==> src/rtl/instruc_assemble.sv <==
// ---------------------------------------------------------------------------
// instruc_assemble
//
// Packs RISC-V field sets into 32-bit instruction words, tags each word with
// a sequential byte address and streams the results out through a 2-entry
// in-order FIFO. Both sides use valid/ready handshakes.
//
// Ports
//   clk        rising-edge clock
//   reset      asynchronous active-low reset
//   in_valid   field set presented          in_ready   block can accept
//   fmt        0=R 1=I 2=S 3=B 4=U 5=J, 6/7 illegal (emit NOP, flag fmt_err)
//   opcode, rd, funct3, rs1, rs2, funct7, imm   instruction fields
//   out_valid  FIFO head valid              out_ready  consumer takes head
//   instruc    assembled word at FIFO head  addr       byte address of head
//   fmt_err    sticky: an illegal fmt was accepted since reset
// ---------------------------------------------------------------------------
module instruc_assemble #(
  parameter int unsigned          ADDR_W    = 32,
  parameter logic [ADDR_W-1:0]    BASE_ADDR = '0
) (
  input  logic              clk,
  input  logic              reset,
  input  logic              in_valid,
  output logic              in_ready,
  input  logic [2:0]        fmt,
  input  logic [6:0]        opcode,
  input  logic [4:0]        rd,
  input  logic [2:0]        funct3,
  input  logic [4:0]        rs1,
  input  logic [4:0]        rs2,
  input  logic [6:0]        funct7,
  input  logic [31:0]       imm,
  output logic              out_valid,
  input  logic              out_ready,
  output logic [31:0]       instruc,
  output logic [ADDR_W-1:0] addr,
  output logic              fmt_err
);

  typedef enum logic [2:0] {
    FMT_R = 3'd0,
    FMT_I = 3'd1,
    FMT_S = 3'd2,
    FMT_B = 3'd3,
    FMT_U = 3'd4,
    FMT_J = 3'd5
  } fmt_e;

  localparam logic [31:0] NOP_WORD = 32'h0000_0013;

  // Storage: the head slot drives the outputs directly; the tail slot holds
  // the second entry when the FIFO is full.
  logic [1:0]        count_q,      count_d;
  logic [31:0]       head_word_q,  head_word_d;
  logic [ADDR_W-1:0] head_addr_q,  head_addr_d;
  logic [31:0]       tail_word_q,  tail_word_d;
  logic [ADDR_W-1:0] tail_addr_q,  tail_addr_d;
  logic [ADDR_W-1:0] next_addr_q,  next_addr_d;
  logic              fmt_err_q,    fmt_err_d;

  logic [31:0] packed_word;
  logic        fmt_illegal;
  logic        accept;
  logic        pop;

  // Gating with the reset pin keeps in_ready low for the whole reset window,
  // not just from the first edge after it.
  assign in_ready  = reset && (count_q != 2'd2);
  assign out_valid = (count_q != 2'd0);
  assign accept    = in_valid && in_ready;
  assign pop       = out_valid && out_ready;

  assign instruc = head_word_q;
  assign addr    = head_addr_q;
  assign fmt_err = fmt_err_q;

  // Field packing. imm[0] is never encoded for B and J: those offsets are
  // always even.
  // NOTE: every combinational output gets a default before the case so no
  // path leaves it unassigned, which would infer a latch.
  always_comb begin
    packed_word = NOP_WORD;
    fmt_illegal = 1'b0;
    case (fmt)
      FMT_R: packed_word = {funct7, rs2, rs1, funct3, rd, opcode};
      FMT_I: packed_word = {imm[11:0], rs1, funct3, rd, opcode};
      FMT_S: packed_word = {imm[11:5], rs2, rs1, funct3, imm[4:0], opcode};
      FMT_B: packed_word = {imm[12], imm[10:5], rs2, rs1, funct3,
                            imm[4:1], imm[11], opcode};
      FMT_U: packed_word = {imm[31:12], rd, opcode};
      FMT_J: packed_word = {imm[20], imm[10:1], imm[11], imm[19:12],
                            rd, opcode};
      default: fmt_illegal = 1'b1;
    endcase
  end

  always_comb begin
    count_d     = count_q;
    head_word_d = head_word_q;
    head_addr_d = head_addr_q;
    tail_word_d = tail_word_q;
    tail_addr_d = tail_addr_q;
    next_addr_d = next_addr_q;
    fmt_err_d   = fmt_err_q;

    if (accept) begin
      // Counter wraps modulo 2^ADDR_W by plain truncation.
      next_addr_d = next_addr_q + ADDR_W'(4);
      if (fmt_illegal) fmt_err_d = 1'b1;
    end

    case (count_q)
      2'd0: begin
        if (accept) begin
          head_word_d = packed_word;
          head_addr_d = next_addr_q;
          count_d     = 2'd1;
        end
      end
      2'd1: begin
        if (accept && pop) begin
          // Head leaves and the new entry replaces it; depth is unchanged.
          head_word_d = packed_word;
          head_addr_d = next_addr_q;
        end else if (accept) begin
          tail_word_d = packed_word;
          tail_addr_d = next_addr_q;
          count_d     = 2'd2;
        end else if (pop) begin
          // Head registers keep their last value while the FIFO is empty.
          count_d = 2'd0;
        end
      end
      2'd2: begin
        // in_ready is low when full, so only a pop can happen here.
        if (pop) begin
          head_word_d = tail_word_q;
          head_addr_d = tail_addr_q;
          count_d     = 2'd1;
        end
      end
      default: count_d = 2'd0;
    endcase
  end

  // NOTE: the data slots are reset along with the control state because the
  // outputs read straight from the head slot and must show zero in reset.
  // NOTE: non-blocking assignments so every flop samples pre-edge values.
  always_ff @(posedge clk or negedge reset) begin
    if (!reset) begin
      count_q     <= 2'd0;
      head_word_q <= '0;
      head_addr_q <= '0;
      tail_word_q <= '0;
      tail_addr_q <= '0;
      next_addr_q <= BASE_ADDR;
      fmt_err_q   <= 1'b0;
    end else begin
      count_q     <= count_d;
      head_word_q <= head_word_d;
      head_addr_q <= head_addr_d;
      tail_word_q <= tail_word_d;
      tail_addr_q <= tail_addr_d;
      next_addr_q <= next_addr_d;
      fmt_err_q   <= fmt_err_d;
    end
  end

endmodule

==> config.mk <==
export PLATFORM = sky130hd
export DESIGN_NAME = instruc_assemble
export DESIGN_NICKNAME = d
export VERILOG_FILES = /design/src/rtl/instruc_assemble.sv
export SDC_FILE = /design/constraint.sdc
export NUM_CORES = 1
export LEC_CHECK = 0
export BUFFER_PORTS_ARGS = -buffer_cell sky130_fd_sc_hd__buf_2
export CAP_MARGIN = 30
export CORE_UTILIZATION = 45
export CTS_BUF_LIST = sky130_fd_sc_hd__clkbuf_4
export CTS_CLUSTER_SIZE = 12
export DETAILED_ROUTE_END_ITERATION = 7
export PLACE_DENSITY = 0.66
export REMOVE_ABC_BUFFERS = 1
export SETUP_SLACK_MARGIN = 0.05
export SYNTH_ARGS = -nofsm -noshare
export SYNTH_HDL_FRONTEND = slang
export SYNTH_SLANG_ARGS = --single-unit
==> constraint.sdc <==
create_clock -name clk -period 1.9 [get_ports clk]
set_input_delay 0.285 -clock clk [delete_from_list [all_inputs] [get_ports clk]]
set_output_delay 0.285 -clock clk [all_outputs]
set_load 0.01 [all_outputs]
---- Word level (Yosys, flattened, before mapping) ----
Index checks and enable logic that the tools add are counted.
cells by class
  reduce and logical (&&, ||, !) cells .... 13
  bitwise gates (word level) .............. 2
  equality and inequality tests ........... 13
  $add $sub $neg .......................... 1
  muxes and demuxes ....................... 15
operator list
  operator               count
  $mux 32                6
  $pmux 32 s3            2
  $pmux 32 s6            1
  $add 32x3->32 const B  1
  $mux 2                 5
  $ne 2x2->1 const B     5
  $reduce_and 4->1       2
  $eq 3x2->1 const B     2
  $eq 3x3->1 const B     2
  $pmux 2 s3             1
  $reduce_or 6->1        1
  $logic_and 1x1->1      4
  $eq 3x1->1 const B     1
  $logic_not 3->1        1
  $ne 3x3->1 const B     1
  $reduce_and 3->1       1
  $reduce_bool 3->1      1
  $eq 2x1->1 const B     1
  $eq 2x2->1 const B     1
  $logic_not 2->1        1
  $not 1->1              2
  $reduce_and 2->1       1
  $reduce_bool 2->1      1
word-level totals
  register bits ........................... 163
  word-level logic and storage cells ...... 51
  output and inout port bits .............. 67
  bits of input ports ..................... 71

---- Logic depth before layout (Yosys ltp) ----
Gate-level depths: netlist of run 1.
  depth after elaboration ................. 6
  depth in mapped cells ................... 7
  gate-level depth less buffers ........... 5

---- Worst setup path after synthesis of run 1 ----
Ideal clock, no wire load.
  kind .................................... register -> register
  from .................................... register count_q[0]
  to ...................................... register head_word_q[11], in the netlist instruc[11]
  setup slack ............................. 193 ps
  library setup time ...................... 125 ps
  path buffers ............................ 1
  stages on the path, launching flop included .. 5
  arrival time ............................ 1582 ps
  period minus slack after synthesis ...... 1707 ps
  path through ............................ dfrtp_1 and2b_1 o32ai_4 buf_2 mux2_2
on the way
  longest elaborated chain between the ends .. 6
  elaborated cells on any way between the ends .. 15
  classes of those cells .................. eq/ne: 6; mux: 1; reduce/logical: 8
ends and longest elaborated chain
  what                               line  source
  start: declaration                 54    logic [1:0] count_q, count_d;
  start signal: assignment           160   count_q <= count_d;
  $ne 2x2->1                         69    assign in_ready = reset && (count_q != 2'd2);
  $logic_and 1x1->1                  69
  $logic_and 1x1->1                  71    assign accept = in_valid && in_ready;
  $logic_and 1x1->1                  122   if (accept && pop) begin
  $ne 2x2->1 (no source line)        -
  $reduce_and 4->1 (no source line)  -
  end signal: assignment             161   head_word_q <= head_word_d;
  end: declaration                   55    logic [31:0] head_word_q, head_word_d;
Several ways; a longest one is shown, not always the timed one.
A chain may end at the register's enable or synchronous reset.

---- Worst setup path after layout of run 1 ----
  from .................................... register count_q[0]
  to ...................................... register head_word_q[13], in the netlist instruc[13]
Same word-level chain as after synthesis.

==> out/summary.txt, run 1 <==
========================================================================================
Result of the run                                                           complete, no violations
Final Hold Viols                                                                       0
Clock slew at the register clock pins of the worst setup and hold paths           120 ps
Hold WC Path Type                                                           input port to register
Worst path slowest cell                                                          dfrtp_1
Final slew viol count                                                                  0
Antenna violations before repair                                                       0
Number of design rule violations left after detail routing                             0
Number of nets still failing antenna checks after routing                              0
Relative slew margins                                                              51.1%
Proportion of netlist area held by the largest area contributor                    54.1%
EDFF count, synth                                                                      0
Net total in the final layout                                                        948
Critical path data arrival time                                                  2280 ps
Share of total power consumed by net switching                                     32.3%
Count of boundary I/O pins                                                           138
Syn Area/Cell                                                                   10.2 um2
CTS tree                                                                           built
Cell internal power dissipation                                                0.00595 W
Vertical extent of the die                                                        129 um
Count of cells along the worst register-to-register path                               6
Cell count of the worst hold path                                                      3
Largest net degree at the start of global routing                                    142
Post-synthesis cell type with the largest combined area                          dfrtp_1
Standard-cell row count                                                               46
Critical path's largest stage delay                                               420 ps
Clock Path Buffers                                                                     2
Required time of the worst setup path                                            2330 ps
Effective utilization at floorplan                                                 45.9%
Clk network pwr share                                                              19.8%
Ranking of synthesized cells by area                                        dfrtp_1 54%, mux2_2 7.3%, nor2_1 4.8%, nand2_1 4.5%, a21oi_1 3.9%
Cell count after synthesis                                                           715
Area of the die                                                                16700 um2
Total vias in the final route                                                       6028
Number of H-tree branching levels                                                      4
Worst setup EP type                                                             register
HPWL after detailed placement                                                    12.1 mm
Share of post-route cells with drive strength above 1                              31.5%
Fin Hold WS                                                                      65.1 ps
Setup violators final                                                                  0
Combined area of all synthesized cells                                          7270 um2
RSZ-0062 raised after global routing                                                true
WL per Instance                                                                  17.0 um
Leak Pwr                                                                         4.09 nW
Horiz. Die Dim                                                                    129 um
Minimum setup slack after placement                                              22.1 ps
DRC violation total after the first TritonRoute iteration                            388
Global-route wire length before repair                                           29.7 mm
Area of the core region                                                        15800 um2
Sequential element share of the synthesized area                                   54.1%
Clock Sinks                                                                          157
Peak ir drop on the vdd network                                                   409 uV
Max-cap violations                                                                     0
Distinct cell type count after synthesis                                              48
Final worst path period need                                                     1850 ps
Final weighted congestion in routability-driven placement                          0.764
Power per Cell Area                                                           977 nW/um2
Worst-case clock skew                                                            15.7 ps
Combined global-route utilization of all metal layers                              23.1%
P_sw                                                                           0.00284 W
Synthesis-stage register bit count                                                   157
Share of synthesized flip-flops with an asynchronous set or reset                   100%
Actual transition at the worst max-transition pin                                 733 ps
Prevailing post-synth register cell                                              dfrtp_1
Final global-route overflow total                                                      0
Final Routed Wirelength                                                          18.7 mm
Number of buffers added by the clock tree synthesis step                              17
Root Buffer Master                                                              clkbuf_4
Layout-stage area growth over the synthesis result                                 23.8%
Number of warnings issued by yosys                                                     0
CP dominant cell by count                                                         buf_12
Cell Chain, Critical Path                                                   buf_6 -> and2b_2 -> o32ai_4 -> buf_12 -> buf_12 -> mux2_2
Worst skew pair latency                                                           530 ps
Number of detailed-route iterations in the first pass                                  7
Highest fanout seen on the critical path                                               8
Antenna diode count                                                                    0
Number of port buffers                                                               135
Crit Path Category                                                          register to register
Commonest non-fill, non-tap cell in the layout                                   dfrtp_1
Portion of the clock cycle consumed by the worst path in the final layout          97.6%
Final Worst Setup Slack                                                          46.5 ps
Non-filler cells, final                                                             1104
Sequential share of power                                                          53.0%
Startpoint types                                                                register
Leading cell types in the layout, fill and taps excluded                    156 x dfrtp_1, 132 x buf_2, 90 x nor2_1
Fraction of power consumed by combinational cells                                  27.2%
Average vias per placed instance                                                    5.46
Fmax                                                                             540 MHz
Count of placed standard cells including taps                                       1042
Number of global-route vias before repair                                           5895
========================================================================================
## critical path, delay by kind of cell, from the launching register on
family,cells,cell delay (ps)
mux,1,330
flops,1,420
simple gates,1,220
compound gates,1,320
buf+inv,3,450
## cell families (layout without fill, tap and decap cells)
family	Yosys count	after routing	synth area share [%]
flops	157	157	54.1
compound gates	163	163	14.5
buf+inv	63	235	3.96
xor+xnor	29	29	3.50
fa+ha+maj	1	1	0.172
mux	50	50	7.87
other cells	1	2	0.0516
simple gates	251	251	15.9
## registers in the layout, indices dropped and copies added (netlist names)
name	cells
addr	30
count_q	2
fmt_err	1
instruc	32
next_addr_q	30
tail_addr_q	30
tail_word_q	32
## power by group through the flow
stage               clock network, W  logic [W]  registers (W)
floorplan                          0    0.00105        0.00480
global placement                   0    0.00212        0.00467
detailed placement                 0    0.00220        0.00471
CTS                          0.00181    0.00232        0.00464
global route                 0.00191    0.00265        0.00476
finish                       0.00174    0.00239        0.00466
## repair_timing
item	4_1_cts	5_1_grt
setup buffers	6	11
gates cloned	4	2
gates resized for setup	13	21
endpoints found under the hold margin	29	0
pin swaps	1	1
hold buffers	9	0
setup endpoints to repair	6	119
## cells in the mapped netlist, types with 9 or more instances
master and n:
buf_2 19, a31oi_1 34, a22oi_1 19, dfrtp_1 157, nand2_1 88, o21ai_0 11, o221ai_1 14, clkbuf_1 25
nand3_1 17, nand4_1 13, inv_1 9, mux2_2 47, nor2b_1 12, nor2_1 93, a21oi_1 56, xnor2_1 24
## stage by stage
step | utilization, % | instance area (um2) | power, W | TNS (ps)
2_1_floorplan | - | 7020 | 0.00586 | -256650
6_report | 56.8 | 8990 | 0.00879 | 0
3_3_place_gp | 52.2 | 8270 | 0.00679 | 0
4_1_cts | 55.6 | 8800 | 0.00877 | -18.6
5_1_grt | 56.8 | 8990 | 0.00933 | -93.2
3_5_place_dp | 52.2 | 8270 | 0.00691 | 0
## per-layer routing
layer  GRT usage, %  routed length [um]  share of wire [%]
met1           29.7                8410                 45
met2           39.0                9180                 49
met3           4.67                 935                5.0
met4           8.10                 216                1.2
met5              0                   0                  0
## final timing paths
check | to | slack (ps) | from
max | instruc[13] | 50 | count_q[0]
min reg2reg | fmt_err | 490 | fmt_err
min in group asynchronous | next_addr_q[2] | 260 | reset
max reg2reg | instruc[13] | 50 | count_q[0]
max in group asynchronous | count_q[1] | 620 | reset
min | tail_word_q[4] | 70 | opcode[4]
## cell type report
| class | count | area (um2) |
|---|---|---|
| well taps | 216 | 270 |
| clock buffers | 19 | 143 |
| repair buffers | 195 | 1410 |
| flip-flops and latches | 157 | 3930 |
| fillers | 1397 | 6830 |
| inverters | 9 | 33.8 |
| multi-input cells | 496 | 3120 |
| clock inverters | 12 | 80.1 |
(Power assumes the default switching activity.)
==> run 2, diff against run 1 <==
Clock period 1.9 ns to 2.2 ns, I/O delays scaled along.
==> run 2 against run 1 <==
Against the previous run: final area shrank 5.4%; combinational power is 23% lower; clock power barely moved; critical path depth decreased by 2; count of clock-buffer cells in the layout decreased by 1; largest power group unchanged.
==> out/summary.txt, run 2 (synthesis gave the netlist of run 1 again) <==
========================================================================================
Result of the run                                                           complete, no violations
Number of global-route vias before repair                                           5524   -6.3%
Worst setup EP type                                                          output port
Combined global-route utilization of all metal layers                              21.9%   -1.1 points
Max-cap violations                                                                     0   unchanged
Setup violators final                                                                  0   unchanged
Final slew viol count                                                                  0   unchanged
Startpoint of the worst-slack reg-to-reg timing path                          count_q[1]
Power per Cell Area                                                           896 nW/um2   -8.2%
Leak Pwr                                                                         3.83 nW   -6.3%
Count of placed standard cells including taps                                       1029   -1.2%
Final Worst Setup Slack                                                           170 ps   +124 ps
HPWL after detailed placement                                                    12.0 mm   -1.3%
Final weighted congestion in routability-driven placement                          0.779   +2.1%
Final global-route overflow total                                                      0   unchanged
Fraction of power consumed by combinational cells                                  24.3%   -2.9 points
Non-filler cells, final                                                             1065   -3.5%
Number of design rule violations left after detail routing                             0   unchanged
Share of total power consumed by net switching                                     31.7%   -0.60 points
Final core utilization                                                             53.8%   -3.0 points
R2R Path End                                                                next_addr_q[31]
Clock slew at the register clock pins of the worst setup and hold paths           120 ps   about the same
CTS tree                                                                           built
Clock Sinks                                                                          157   unchanged
Required time of the worst setup path                                            1870 ps   -460 ps
Clk network pwr share                                                              23.1%   +3.3 points
Worst hold endpoint                                                         tail_word_q[2]
Hold WC Path Type                                                           input port to register
Relative slew margins                                                              45.9%   -5.2 points
Area of the core region                                                        15800 um2   unchanged
Largest net degree at the start of global routing                                    133   -6.3%
Number of port buffers                                                               135   unchanged
Root Buffer Master                                                              clkbuf_4
WL per Instance                                                                  16.2 um   -4.7%
Net total in the final layout                                                        909   -4.1%
DRC violation total after the first TritonRoute iteration                            367   -5.4%
Portion of the clock cycle consumed by the worst path in the final layout          92.3%
RSZ-0062 raised after global routing                                               false
Crit Path Category                                                          register to output port
Number of H-tree branching levels                                                      4   unchanged
Placement Cell Area                                                             8160 um2   -1.3%
Number of buffers added by the clock tree synthesis step                              17   unchanged
Final Routed Wirelength                                                          17.2 mm   -8.1%
Highest fanout seen on the critical path                                              25   +17
Startpoint types                                                                register
Met2 Track Usage GR                                                                34.8%   -4.2 points
Clock Path Buffers                                                                     2   unchanged
Vertical extent of the die                                                        129 um   unchanged
Global-route wire length before repair                                           28.1 mm   -5.1%
Final worst path period need                                                     2030 ps
Worst skew pair latency                                                           550 ps   +20 ps
Effective utilization at floorplan                                                 45.9%   unchanged
Global-route track usage on met1                                                   30.5%   +0.84 points
Global routing usage on met3                                                       4.29%   -0.37 points
Commonest non-fill, non-tap cell in the layout                                   dfrtp_1
Minimum setup slack after placement                                               272 ps   +250 ps
Antenna diode count                                                                    0   unchanged
Share of post-route cells with drive strength above 1                              28.9%   -2.7 points
Final Hold Viols                                                                       0   unchanged
Layout-stage area growth over the synthesis result                                 17.2%
Worst-case clock skew                                                            12.4 ps   -3.28 ps
Peak ir drop on the vdd network                                                   417 uV   +1.8%
Setup TNS Final                                                                     0 ps   unchanged
Min-Delay Startpoint                                                           opcode[2]
Cell internal power dissipation                                                0.00521 W   -12%
Summed area of non-filler cells in the final layout                             8510 um2   -5.4%
Count of boundary I/O pins                                                           138   unchanged
Sequential Area                                                                 3930 um2   about the same
Register-to-register setup slack                                                  280 ps   +230 ps
Fmax                                                                             493 MHz
Cell count of the worst hold path                                                      3   unchanged
Standard-cell row count                                                               46   unchanged
Number of nets still failing antenna checks after routing                              0   unchanged
Number of detailed-route iterations in the first pass                                  5   -2
Total vias in the final route                                                       5787   -4.0%
Number of fill cells in the layout                                                  1415   +1.3%
Count of cells along the worst register-to-register path                               5   -1
Area of the multi-input gates                                                   3070 um2   -1.8%
Actual transition at the worst max-transition pin                                 810 ps   +76.9 ps
Leading cell types in the layout, fill and taps excluded                    155 x dfrtp_1, 134 x buf_2, 93 x nor2_1
Area of the die                                                                16700 um2   unchanged
Antenna violations before repair                                                       0   unchanged
Horiz. Die Dim                                                                    129 um   unchanged
Average vias per placed instance                                                    5.43   -0.48%
Most used routing layer                                                             met2
Critical path data arrival time                                                  1700 ps   -580 ps
Sequential share of power                                                          52.6%   -0.4 points
P_sw                                                                           0.00242 W   -15%
========================================================================================
run 2: cell count changes in the layout (fill, tap and decap cells not counted), moves of 4 or more:
cell | previous run | this run
buf_4 | 30 | 11
buf_6 | 10 | 2
clkinv_1 | 6 | 1
dlygate4sd3_1 | 9 | 3
mux2_2 | 43 | 47
mux2_4 | 4 | 0
run 2: final cells by class:
type	count	area share, %
Clock buffer	18	1.59
Clock inverter	13	1.76
Inverter	9	0.397
Multi-Input combinational cell	496	36.0
Sequential cell	157	46.2
Tap cell	216	3.17
Timing Repair Buffer	156	10.9
run 2: metal layers:
layer	up-vias	share of wire, %
met2	176	48
met5	-	0
met1	2844	45
met3	22	4.8
met4	0	1.3
li1	2745	-
run 2: critical path, cell delays in order (launching register included):
cell and delay (ps):
dfrtp_2 450, nand2b_4 190, buf_12 180, and2_1 190, buf_2 140
run 2: repair_timing:
item / 4_1_cts / 5_1_grt
pin swaps: 0 / 0
resized for setup: 5 / 2
hold buffers: 3 / 0
setup buffers: 1 / 1
cloned: 0 / 0
hold endpoints to repair: 28 / 0
setup endpoints to repair: 1 / 1
run 2: worst max-delay path by stage:
stage / startpoint / endpoint / slack, ps / cells past startpoint
2_1_floorplan: count_q[0] / tail_word_q[20] / -2240 / 4
3_3_place_gp: out_ready / tail_addr_q[9] / 320 / 5
3_5_place_dp: in_valid / instruc[29] / 270 / 5
4_1_cts: count_q[0] / in_ready / 60 / 4
5_1_grt: count_q[0] / in_ready / 60 / 4
6_report: count_q[0] / in_ready / 170 / 4
run 2: per-stage QoR:
stage	total power, W	hold slack (ps)
after floorplan	0.00506	34.4
after global placement	0.00582	349
final	0.00763	57.9
after global routing	0.00811	23.4
after detailed placement	0.00593	353
after CTS	0.00772	0.626
run 2: power by group through the flow:
stage	registers [W]	clock network (W)	logic, W
floorplan	0.00415	0	0.000908
global placement	0.00404	0	0.00178
detailed placement	0.00408	0	0.00186
CTS	0.00402	0.00182	0.00187
global route	0.00410	0.00193	0.00208
finish	0.00402	0.00176	0.00185
